$ cat src/rtl/crack_status_collector.sv
// Launches the parallel RC4 key-search cores, watches their done/found pulses,
// and condenses the outcome into the one-hot success / failure status for the LED controller.
module crack_status_collector #(
    parameter int NUM_CORES = 4,
    parameter int KEY_W     = 24
) (
    input  logic                       clk,
    input  logic                       reset,
    input  logic                       start,
    input  logic [NUM_CORES-1:0]       core_done,
    input  logic [NUM_CORES-1:0]       core_found,
    input  logic [NUM_CORES*KEY_W-1:0] core_key,
    output logic [NUM_CORES-1:0]       core_start,
    output logic                       core_stop,
    output logic [NUM_CORES-1:0]       success_state,
    output logic                       failure,
    output logic [KEY_W-1:0]           found_key,
    output logic                       busy,
    output logic [31:0]                run_cycles
);

    typedef enum logic [2:0] {
        S_IDLE,
        S_LAUNCH,
        S_RUN,
        S_SUCCESS,
        S_FAIL
    } state_t;

    state_t               state_q, state_d;
    logic [NUM_CORES-1:0] done_mask_q, done_mask_d;
    logic [NUM_CORES-1:0] success_state_q, success_state_d;
    logic                 failure_q, failure_d;
    logic [KEY_W-1:0]     found_key_q, found_key_d;
    logic [31:0]          run_cycles_q, run_cycles_d;
    logic [NUM_CORES-1:0] core_start_q, core_start_d;
    logic                 core_stop_q, core_stop_d;
    logic                 busy_q, busy_d;

    logic [NUM_CORES-1:0] hit;
    logic [NUM_CORES-1:0] new_mask;
    logic [NUM_CORES-1:0] win_onehot;
    logic [KEY_W-1:0]     win_key;

    // Priority pick: scanning high to low lets the lowest-index hit overwrite the rest.
    always_comb begin
        hit        = core_done & core_found;
        win_onehot = '0;
        win_key    = '0;
        for (int i = NUM_CORES - 1; i >= 0; i--) begin
            if (hit[i]) begin
                win_onehot    = '0;
                win_onehot[i] = 1'b1;
                win_key       = core_key[i*KEY_W +: KEY_W];
            end
        end
    end

    always_comb begin
        state_d         = state_q;
        done_mask_d     = done_mask_q;
        success_state_d = success_state_q;
        failure_d       = failure_q;
        found_key_d     = found_key_q;
        run_cycles_d    = run_cycles_q;
        new_mask        = done_mask_q | core_done;

        case (state_q)
            S_IDLE, S_SUCCESS, S_FAIL: begin
                if (start) begin
                    state_d         = S_LAUNCH;
                    done_mask_d     = '0;
                    success_state_d = '0;
                    failure_d       = 1'b0;
                    found_key_d     = '0;
                    run_cycles_d    = '0;
                end
            end
            S_LAUNCH: begin
                state_d = S_RUN;
            end
            S_RUN: begin
                if (run_cycles_q != 32'hFFFF_FFFF) begin
                    run_cycles_d = run_cycles_q + 32'd1;
                end
                // A hit beats exhaustion even when both land in the same cycle.
                if (hit != '0) begin
                    state_d         = S_SUCCESS;
                    success_state_d = win_onehot;
                    found_key_d     = win_key;
                    done_mask_d     = new_mask;
                end else begin
                    done_mask_d = new_mask;
                    if (&new_mask) begin
                        state_d   = S_FAIL;
                        failure_d = 1'b1;
                    end
                end
            end
            default: begin
                state_d = S_IDLE;
            end
        endcase

        core_start_d = (state_d == S_LAUNCH) ? '1 : '0;
        core_stop_d  = (state_d == S_SUCCESS);
        busy_d       = (state_d == S_LAUNCH) || (state_d == S_RUN);
    end

    always_ff @(posedge clk) begin
        if (reset) begin
            state_q         <= S_IDLE;
            done_mask_q     <= '0;
            success_state_q <= '0;
            failure_q       <= 1'b0;
            found_key_q     <= '0;
            run_cycles_q    <= '0;
            core_start_q    <= '0;
            core_stop_q     <= 1'b0;
            busy_q          <= 1'b0;
        end else begin
            state_q         <= state_d;
            done_mask_q     <= done_mask_d;
            success_state_q <= success_state_d;
            failure_q       <= failure_d;
            found_key_q     <= found_key_d;
            run_cycles_q    <= run_cycles_d;
            core_start_q    <= core_start_d;
            core_stop_q     <= core_stop_d;
            busy_q          <= busy_d;
        end
    end

    assign core_start    = core_start_q;
    assign core_stop     = core_stop_q;
    assign success_state = success_state_q;
    assign failure       = failure_q;
    assign found_key     = found_key_q;
    assign busy          = busy_q;
    assign run_cycles    = run_cycles_q;

endmodule

$ cat config.mk
export PLATFORM = sky130hd
export DESIGN_NAME = crack_status_collector
export DESIGN_NICKNAME = d
export VERILOG_FILES = /design/src/rtl/crack_status_collector.sv
export SDC_FILE = /design/constraint.sdc
export NUM_CORES = 1
export LEC_CHECK = 0
export BUFFER_PORTS_ARGS = -buffer_cell sky130_fd_sc_hd__buf_4
export CAP_MARGIN = 20
export CORE_MARGIN = 1.5
export CORE_UTILIZATION = 47
export CTS_CLUSTER_SIZE = 12
export DETAILED_ROUTE_END_ITERATION = 7
export PLACE_DENSITY = 0.8
export SYNTH_ARGS = -nofsm -noshare
export SYNTH_HDL_FRONTEND = slang
export SYNTH_SLANG_ARGS = --single-unit
$ cat constraint.sdc
create_clock -name clk -period 2.2 [get_ports clk]
set_input_delay 0 -clock clk [delete_from_list [all_inputs] [get_ports clk]]
set_output_delay 0 -clock clk [all_outputs]
set_load 0.02 [all_outputs]
* After elaboration in Yosys (flattened, before gate mapping)
Cells that the tools add are included.
** Storage, ports and cells
- Bits in registers :: 74
- Input bits :: 107
- Logic and storage cells :: 62
** Operators by class
- $add $sub $neg :: 1
- Equal/unequal tests :: 13
- Muxes and demuxes :: 27
- Bitwise operators :: 2
- Reduce and logical (&&, ||, !) cells :: 10
** Operator list (number)
- $mux 24 :: 6
- $mux 32 :: 2
- $pmux 32 s2 :: 1
- $pmux 24 s2 :: 1
- $add 32x1->32 const B :: 1
- $ne 32x32->1 const B :: 1
- $mux 4 :: 7
- $pmux 4 s2 :: 2
- $eq 3x2->1 const B :: 4
- $ne 2x2->1 const B :: 5
- $mux 3 :: 3
- $pmux 3 s3 :: 1
- $reduce_and 4->1 :: 2
- $eq 3x1->1 const B :: 2
- $reduce_and 3->1 :: 2
- $and 4x4->4 :: 1
- $or 4x4->4 :: 1
- $reduce_bool 4->1 :: 1
- $eq 3x3->1 const B :: 1
- $logic_not 3->1 :: 1
- $mux 1 :: 3
- $reduce_or 3->1 :: 1
- $pmux 1 s2 :: 1
- $reduce_and 2->1 :: 1
- other kinds (2) :: 2

* Logic depth before layout (Yosys ltp)
Gate-level depths: netlist (run 1).
- Depth after elaboration :: 7
- Depth in mapped cells :: 9
- Depth with buffers taken out :: 6

* Worst setup path before layout (run 1)
No wires, ideal clock.
- Kind :: reg2reg
- Start point :: reg run_cycles_q[0], in the netlist run_cycles[0]
- End point :: reg run_cycles_q[15], in the netlist run_cycles[15]
- Library setup time :: 0.070 ns
- Arrival time :: 1.949 ns
- Data required time :: 2.130 ns
- Slack :: 0.181 ns
- Stages on the path, launching flop included :: 10
- Period minus slack after synthesis :: 2.019 ns
- Cell sequence :: dfxtp_1 > ha_1 > inv_1 > nor4_1 > and3b_1 > buf_4 > buf_6 > buf_6 > o21ai_0 > a21oi_1
** Between the ends
- Word-level cells in the longest chain between the ends :: 3
** Ends and longest elaborated chain
- from (decl) :: RTL line 35 : logic [31:0] run_cycles_q, run_cycles_d;
- from (signal assigned) :: RTL line 127 : run_cycles_q <= run_cycles_d;
- $add 32x1->32 / $ne 32x32->1 (equally long branches) :: RTL line 84, 83
- $mux 32 / $ne 2x2->1 (equally long branches)
- $pmux 32 s2 / $reduce_and 3->1 (equally long branches)
Parallel ways exist; a longest one is shown, timed or not. The select of a mux whose other input is x is not followed.
A chain may end at the register's enable or synchronous reset.

* Final worst setup path (run 1)
- Start point :: reg run_cycles_q[0], in the netlist run_cycles[0]
- End point :: reg run_cycles_q[1], in the netlist run_cycles[1]
Same word-level chain as after synthesis.

==> results of run 1 <==
## critical path, delay by kind of cell, from the launching register on
kind            cells  cell delay, ns
flops               1            0.45
simple gates        3            0.64
buf+inv             2            0.34
fa+ha+maj           1            0.32
compound gates      1            0.21
## per-layer routing
metal	vias to the layer above	wire length, µm	global-route usage [%]
met5	-	0	0
li1	2062	-	-
met2	225	6100	45.7
met1	2048	5030	36.3
met4	0	325	11.4
met3	35	934	5.69
## cell usage after synthesis, types with 3 or more instances
| library cell | instances |
|---|---|
| buf_4 | 5 |
| clkbuf_1 | 21 |
| and3_1 | 6 |
| o21a_1 | 3 |
| o2111ai_1 | 4 |
| o21ai_0 | 10 |
| or4_1 | 18 |
| nand3_1 | 10 |
| inv_1 | 5 |
| buf_6 | 4 |
| a221oi_1 | 24 |
| nand4_1 | 6 |
| nor2_1 | 52 |
| nor3_1 | 4 |
| nand2_1 | 23 |
| dfxtp_1 | 71 |
| or3_1 | 6 |
| a21oi_1 | 27 |
| a2bb2oi_1 | 24 |
| nor4_1 | 7 |
| a22oi_1 | 6 |
| o221ai_1 | 24 |
| o211ai_1 | 3 |
| buf_2 | 6 |
| o31ai_1 | 17 |
| o21ai_1 | 3 |
## worst max path at each step
stage | start | endpoint | slack [ns]
floorplan | run_cycles[0] | run_cycles[15] | 0.18
global placement | run_cycles[0] | run_cycles[1] | 0.22
detailed placement | run_cycles[0] | run_cycles[1] | 0.16
CTS | run_cycles[0] | run_cycles[1] | 0.14
global route | run_cycles[0] | run_cycles[1] | -0.005
finish | run_cycles[0] | run_cycles[1] | 0.15
## kinds of logic after synthesis
group           synth area share [%]
fa+ha+maj                      0.329
buf+inv                         5.88
flops                           37.3
xor+xnor                       0.230
simple gates                    23.4
mux                            0.526
compound gates                  32.3
## final cells by class
type                       instances  area (µm²)
fill                             615        2330
multi-input combinational        319        2180
timing repair buffer             201        1520
sequential                        71        1420
clock buffer                      13         159
tap                              102         128
inverter                           5        18.8
clock inverter                     1        5.00
## per-stage QoR
step	util, %	total power (W)	hold WS [ns]
finish	70.0	0.00294	0.0432
global route	70.0	0.00306	0.0564
detailed placement	66.8	0.00205	0.278
global placement	66.8	0.00204	0.264
CTS	69.6	0.00294	0.0382
floorplan	-	0.00175	0.0841
## repair_timing
item / CTS / global route
resized for setup: 0 / 4
hold endpoints to repair: 5 / 0
setup endpoints to repair: 0 / 6
hold buffers: 5 / 0
setup buffers: 0 / 2
## registers in the layout (all words and copies together) (netlist names)
| register | flops |
|---|---|
| busy | 1 |
| core_start | 1 |
| core_stop | 1 |
| done_mask_q | 4 |
| failure | 1 |
| found_key | 24 |
| run_cycles | 32 |
| state_q | 3 |
| success_state | 4 |
## report_power, final
part / internal, W / switching [W] / leakage [nW]
Sequential: 0.00132 / 0.0000344 / 0.575
Clock: 0.000458 / 0.000453 / 0.0854
Combinational: 0.000330 / 0.000342 / 1.57
Total: 0.00211 / 0.000829 / 2.23
==> flow_metrics.env, run 1 <==
export IMPL_outcome="complete, no violations"
export IMPL_drive_above_1_share_pct=37.0
export IMPL_path_clk_slew_ns=0.07
export IMPL_fin_ws_ns=0.149
export IMPL_layout_commonest_cell="buf_4"
export IMPL_critPathKind="reg2reg"
export IMPL_cap_violations=0
export IMPL_synth_seq_cells=71
export IMPL_worstSkewPairLatency_ns=0.34
export IMPL_layout_cells_non_filler=712
export IMPL_ctsLongestPathBuffers=2
export IMPL_ctsRootBufferMaster="clkbuf_8"
export IMPL_worst_r2r_path_depth=7
export IMPL_worstPathCellList="ha_1 -> inv_1 -> nor4_2 -> and3b_1 -> buf_4 -> nor2_1 -> o32ai_1"
export IMPL_num_rows=32
export IMPL_cp_end_kind="flop"
export IMPL_drt_antenna_violating_nets=0
export IMPL_arrival_ns=2.30
export IMPL_first_iter_violations=318
export IMPL_place_area_um2=5190
export IMPL_netlist_area_um2=3810
export IMPL_hp_start="core_key[94]"
export IMPL_nets=715
export IMPL_ys_flop_type="dfxtp_1"
export IMPL_crit_path_max_fanout=25
export IMPL_portBuffers=173
export IMPL_grt_max_degree=45
export IMPL_placed_cells=691
export IMPL_drtPass1Iterations=5
export IMPL_hpwl_um=9140
export IMPL_cts_buffers=9
export IMPL_via_per_inst=6.14
export IMPL_syn_to_final_growth_pct=42.8
export IMPL_grt_pass1_wl_um=19500
export IMPL_clock_skew_ns=0.00793
export IMPL_synthTopCellsByArea="dfxtp_1 37%, a221oi_1 5.5%, a2bb2oi_1 5.5%"
export IMPL_crit_slowest_cell="dfxtp_1"
export IMPL_grt_overflow=0
export IMPL_worstMarginPinSlew_ns=0.937
export IMPL_cts_num_sinks=71
export IMPL_worstHoldPathType="in2reg"
export IMPL_grt_use_total_pct=28.1
export IMPL_r2r_end="run_cycles[1]"
export IMPL_finalSetupViolations=0
export IMPL_die_w_um=93.0
export IMPL_netlist_instances=433
export IMPL_cpPeakStageDelay_ns=0.45
export IMPL_r2r_slack_ns=0.15
export IMPL_synth_distinct_cells=57
export IMPL_async_flop_share_pct=0
export IMPL_yosys_warnings=0
export IMPL_fin_tns_setup_ns=0
export IMPL_core_um2=7770
export IMPL_routedWlPerCell_um=17.4
export IMPL_antenna_found_initial=0
export IMPL_critPathLaunchType="flop"
export IMPL_final_max_slew_violation_count=0
export IMPL_yosys_area_top_type_share_pct=37.3
export IMPL_holdPathStages=4
export IMPL_dieArea_um2=8650
export IMPL_dp_slack_ns=0.165
export IMPL_drc_errors=0
export IMPL_grt_pass1_vias=3952
export IMPL_wirelength_um=12400
export IMPL_yosysTopAreaCell="dfxtp_1"
export IMPL_die_h_um=93.0
export IMPL_post_route_min_period_ns=2.05
export IMPL_synth_nets=541
export IMPL_whs_endpoint="found_key[22]"
export IMPL_io_pins=174
export IMPL_max_freq_mhz=488
export IMPL_max_slew_margin_rel_pct=37.1
export IMPL_p_leak_nw=2.23
export IMPL_cp_required_ns=2.45
export IMPL_ir_drop_uv=353
export IMPL_via_count=4370
export IMPL_r2r_start="run_cycles[0]"
export IMPL_diodes=0
export IMPL_final_cell_area_um2=5440
export IMPL_cts_tree="yes"
export IMPL_syn_area_per_cell_um2=8.79
export IMPL_final_cell_mix="196 x buf_4, 69 x dfxtp_1, 52 x nor2_1"
export IMPL_start_util_pct=49.0
export IMPL_synth_edf_count=0
export IMPL_cts_htree_levels=3
export IMPL_synth_seq_area_share_pct=37.3
export IMPL_place_gp_congestion=0.931
export IMPL_hold_viol=0
export IMPL_period_share_pct=93.2
export IMPL_powerDensity_nw_per_um2=541
Power figures use the tool's default switching activity.
==> inputs of run 2 (changes only) <==
- CELL_PAD_IN_SITES_DETAIL_PLACEMENT: unset -> 1
- CELL_PAD_IN_SITES_GLOBAL_PLACEMENT: unset -> 2
- CORE_UTILIZATION: 47 -> 26
- CTS_BUF_LIST: unset -> sky130_fd_sc_hd__clkbuf_8 sky130_fd_sc_hd__clkbuf_16
- PLACE_DENSITY: 0.8 -> unset
- PLACE_DENSITY_LB_ADDON: unset -> 0.1
- SKIP_CTS_REPAIR_TIMING: unset -> 1
==> run 2 against run 1 <==
Against the previous run:
- total power up 40%
- clock power up 120%
- non-clock buffer count up 7
- sequential cell count unchanged
- sequential power about the same
- clock skew up 0.0032 ns
- utilization down 29 points
- final area up 7.5%
- fmax down 1.9%
- critical endpoint is now run_cycles[22]
- largest power group is now the clock network
==> flow_metrics.env, run 2 (synthesis results as in run 1) <==
export IMPL_cts_tree="yes"
export IMPL_num_rows=44
export IMPL_die_h_um=124
export IMPL_core_um2=14400
export IMPL_critPathLaunchType="flop"
export IMPL_p_leak_nw=2.38
export IMPL_largest_reg_flops=32
export IMPL_grt_overflow=0
export IMPL_placed_cells=781
export IMPL_grt_max_degree=45
export IMPL_outcome="complete, no violations"
export IMPL_fin_ws_ns=0.109
export IMPL_ir_drop_uv=362
export IMPL_path_clk_slew_ns=0.06
export IMPL_nets=722
export IMPL_cp_end_kind="flop"
export IMPL_place_gp_congestion=0.778
export IMPL_dp_slack_ns=0.112
export IMPL_ctsRootBufferMaster="clkbuf_16"
export IMPL_cts_htree_levels=3
export IMPL_io_pins=174
export IMPL_worstMarginPinSlew_ns=0.572
export IMPL_grt_pass1_wl_um=23300
export IMPL_cts_buffers=9
export IMPL_dieArea_um2=15400
export IMPL_layout_commonest_cell="buf_4"
export IMPL_crit_path_max_fanout=8
export IMPL_grt_use_total_pct=19.7
export IMPL_finalSetupViolations=0
export IMPL_via_count=4380
export IMPL_max_freq_mhz=478
export IMPL_arrival_ns=2.36
export IMPL_drive_above_1_share_pct=38.4
export IMPL_cts_num_sinks=71
export IMPL_final_max_slew_violation_count=0
export IMPL_grt_pass1_vias=4322
export IMPL_ctsLongestPathBuffers=2
export IMPL_drc_errors=0
export IMPL_via_per_inst=5.45
export IMPL_worstSkewPairLatency_ns=0.34
export IMPL_start_util_pct=26.4
export IMPL_routedWlPerCell_um=18.7
export IMPL_fin_tns_setup_ns=0
export IMPL_hpwl_um=11000
export IMPL_syn_to_final_growth_pct=53.5
export IMPL_drt_antenna_violating_nets=0
export IMPL_fin_hold_ws_ns=0.00614
export IMPL_layout_cells_non_filler=803
export IMPL_period_share_pct=95.1
export IMPL_antenna_found_initial=0
export IMPL_wirelength_um=15000
export IMPL_drtPass1Iterations=4
export IMPL_worstHoldPathType="in2reg"
export IMPL_critPathKind="reg2reg"
export IMPL_max_slew_margin_rel_pct=61.6
export IMPL_portBuffers=173
export IMPL_cp_required_ns=2.47
export IMPL_diodes=0
export IMPL_final_cell_mix="203 x buf_4, 68 x dfxtp_1, 52 x nor2_1"
export IMPL_first_iter_violations=156
export IMPL_powerDensity_nw_per_um2=703
export IMPL_p_total_w=0.00411
export IMPL_clock_skew_ns=0.0111
export IMPL_cap_violations=0
export IMPL_post_route_min_period_ns=2.09
export IMPL_die_w_um=124
export IMPL_hold_viol=0
## run 2: cell types whose count changed in the layout (fill, tap and decap cells not counted), sizes merged
cell,previous run,this run
inv,5,6
buf,196,204
clkinv,1,0
bufinv,0,6
clkbuf,13,9
dlygate4sd3,5,4
## run 2: layer usage
metal  vias to the layer above  wire length (µm)  GRT usage, %
li1                       2079                 -             -
met2                       119              7380          32.8
met4                         0               144          4.62
met5                         -                 0             0
met3                        10              1020          6.68
met1                      2172              6500          24.7
## run 2: worst paths after layout
path | startpoint | to | slack (ns) | depth (start not counted)
max reg2reg | run_cycles[5] | run_cycles[22] | 0.11 | 5
min reg2reg | failure | failure | 0.46 | 2
min | start | busy | 0.006 | 3
max | run_cycles[5] | run_cycles[22] | 0.11 | 5
## run 2: where the power goes
| part | internal [W] | switching (W) | total (W) |
|---|---|---|---|
| Clock | 0.00145 | 0.000596 | 0.00204 |
| Sequential | 0.00133 | 0.0000351 | 0.00136 |
| Combinational | 0.000340 | 0.000362 | 0.000702 |
## run 2: layout make-up
cell class | instances | area (µm²)
inverters | 5 | 18.8
clock inverters | 7 | 184
well taps | 184 | 230
flip-flops and latches | 71 | 1430
clock buffers | 9 | 225
repair buffers | 208 | 1580
multi-input cells | 319 | 2180
fillers | 1725 | 8580
## run 2: stage by stage
step | area [µm²] | util, %
2_1_floorplan | 3810 | -
3_3_place_gp | 5370 | 37.2
3_5_place_dp | 5370 | 37.2
4_1_cts | 5780 | 40.0
5_1_grt | 5840 | 40.5
6_report | 5840 | 40.5
## run 2: critical path: stages, from the launching register on
cell and delay [ns]:
dfxtp_1 0.44, nand4_4 0.20, nor4_4 0.44, o2111ai_4 0.25, or4_1 0.51, a21oi_1 0.17
==> inputs of run 3 (changes only) <==
- REMOVE_ABC_BUFFERS: unset -> 1
==> run 3 against run 2 <==
Against the previous run:
- the run now ends with hold timing left
- worst hold slack worse by 0.035 ns
- final cell count stayed put
- fmax is 3.2% higher
- wire length is 0.47% lower
- total power is 6.2% lower
- register-to-register slack better by 0.07 ns
- clock skew is 0.0031 ns lower
- sequential power hardly changed
- non-clock buffer count stayed put
- global-route usage is 0.18 points lower
- largest power group unchanged
==> flow_metrics.env, run 3 (synthesis results as in run 1) <==
export IMPL_hpwl_um=11100
export IMPL_max_slew_margin_rel_pct=66.9
export IMPL_worstPathCellList="nand4_4 -> nor4_4 -> buf_4 -> o2111ai_4 -> or4_1 -> a21oi_1"
export IMPL_grt_max_degree=32
export IMPL_ctsRootBufferMaster="clkbuf_16"
export IMPL_grt_use_total_pct=19.6
export IMPL_cts_tree="yes"
export IMPL_worstMarginPinSlew_ns=0.493
export IMPL_crit_path_max_fanout=8
export IMPL_clock_skew_ns=0.00800
export IMPL_via_count=4322
export IMPL_hold_viol=2
export IMPL_worstSkewPairLatency_ns=0.34
export IMPL_fin_ws_ns=0.174
export IMPL_via_per_inst=5.38
export IMPL_drt_antenna_violating_nets=0
export IMPL_die_w_um=124
export IMPL_fin_hold_ws_ns=-0.0289
export IMPL_syn_to_final_growth_pct=51.8
export IMPL_r2r_start="run_cycles[3]"
export IMPL_path_clk_slew_ns=0.06
export IMPL_core_um2=14400
export IMPL_cts_num_sinks=71
export IMPL_p_leak_nw=2.36
export IMPL_period_share_pct=92.1
export IMPL_die_h_um=124
export IMPL_io_pins=174
export IMPL_drc_errors=0
export IMPL_grt_overflow=0
export IMPL_worst_r2r_path_depth=6
export IMPL_final_cell_mix="204 x buf_4, 71 x dfxtp_1, 52 x nor2_1"
export IMPL_crit_cells=6
export IMPL_drive_above_1_share_pct=38.0
export IMPL_cp_required_ns=2.47
export IMPL_cts_buffers=9
export IMPL_worstHoldPathType="in2reg"
export IMPL_cpPeakStageDelay_ns=0.51
export IMPL_drtPass1Iterations=4
export IMPL_first_iter_violations=196
export IMPL_startpoint="run_cycles[3]"
export IMPL_fill_cells=1713
export IMPL_layout_commonest_cell="buf_4"
export IMPL_diodes=0
export IMPL_max_freq_mhz=494
export IMPL_dp_slack_ns=0.136
export IMPL_final_max_slew_violation_count=0
export IMPL_largest_reg_flops=32
export IMPL_grt_pass1_vias=4402
export IMPL_cp_top_family="simple AND/OR/NAND/NOR gates"
export IMPL_failed_checks="hold timing"
export IMPL_num_rows=44
export IMPL_wirelength_um=15000
export IMPL_ir_drop_uv=358
export IMPL_portBuffers=173
export IMPL_powerDensity_nw_per_um2=667
export IMPL_cap_violations=0
export IMPL_critPathKind="reg2reg"
export IMPL_start_util_pct=26.4
export IMPL_critPathBufInv=1
export IMPL_dieArea_um2=15400
export IMPL_r2r_slack_ns=0.17
export IMPL_nets=722
export IMPL_grt_pass1_wl_um=23100
export IMPL_post_route_min_period_ns=2.03
export IMPL_r2r_end="run_cycles[20]"
export IMPL_cts_htree_levels=3
export IMPL_ctsLongestPathBuffers=2
export IMPL_crit_slowest_cell="or4_1"
export IMPL_finalSetupViolations=0
export IMPL_outcome="complete, but fails checks"
export IMPL_fin_tns_setup_ns=0
export IMPL_place_gp_congestion=0.779
export IMPL_routedWlPerCell_um=18.6
export IMPL_critPathLaunchType="flop"
export IMPL_arrival_ns=2.30
export IMPL_rsz0062_at_grt="false"
export IMPL_antenna_found_initial=0
export IMPL_cp_end_kind="flop"
export IMPL_critPathCapture="run_cycles[20]"
-- run 3: cell types whose count changed in the layout (fill, tap and decap cells not counted), sizes merged --
cell	before	now
clkinv	0	3
bufinv	6	4
buf	204	205
dlygate4sd3	4	3
inv	6	5
-- run 3: per-stage QoR --
| stage | util (%) | std cells | area (µm²) | hold WS, ns | power (W) |
|---|---|---|---|---|---|
| after detailed placement | 37.3 | 783 | 5380 | 0.279 | 0.00208 |
| final | 40.1 | 803 | 5780 | -0.0289 | 0.00385 |
| after floorplan | - | 395 | 3600 | 0.0691 | 0.00170 |
| after CTS | 39.8 | 799 | 5740 | -0.0810 | 0.00391 |
| after global placement | 37.3 | 783 | 5380 | 0.260 | 0.00208 |
| after global routing | 40.1 | 803 | 5780 | 0.000222 | 0.00402 |
-- run 3: final cells by class --
cell class                      count  area, µm²  share of cell area (%)
Clock inverter                      7        135                    2.34
Timing Repair Buffer              208       1580                    27.4
Multi-Input combinational cell    319       2170                    37.5
Tap cell                          184        230                    3.98
Inverter                            5       18.8                   0.325
Sequential cell                    71       1420                    24.6
Clock buffer                        9        225                    3.90
-- run 3: worst min-delay path by stage --
stage / slack [ns] / cells past startpoint / to / start
floorplan: 0.07 / 1 / busy / reset
global placement: 0.26 / 3 / done_mask_q[2] / core_done[2]
detailed placement: 0.28 / 3 / done_mask_q[3] / core_done[3]
CTS: -0.08 / 3 / done_mask_q[3] / core_done[3]
global route: 0.0002 / 3 / busy / start
finish: -0.03 / 3 / done_mask_q[0] / core_done[0]
-- run 3: power breakdown --
group	total (W)	internal [W]	switching, W	leakage, nW
sequential	0.00135	0.00133	0.0000280	0.574
clock	0.00180	0.00122	0.000585	0.179
combinational	0.000699	0.000334	0.000364	1.61
-- run 3: metal layers --
layer / global-route usage [%] / share of wire [%]
met1: 22.8 / 42
met2: 34.6 / 51
met3: 6.41 / 5.6
met4: 4.83 / 1.3
met5: 0 / 0
-- run 3: worst reg2reg max path: stages (launching register included) --
cell and delay (ns):
dfxtp_1 0.45, nand4_4 0.21, nor4_4 0.28, buf_4 0.19, o2111ai_4 0.17, or4_1 0.51, a21oi_1 0.14
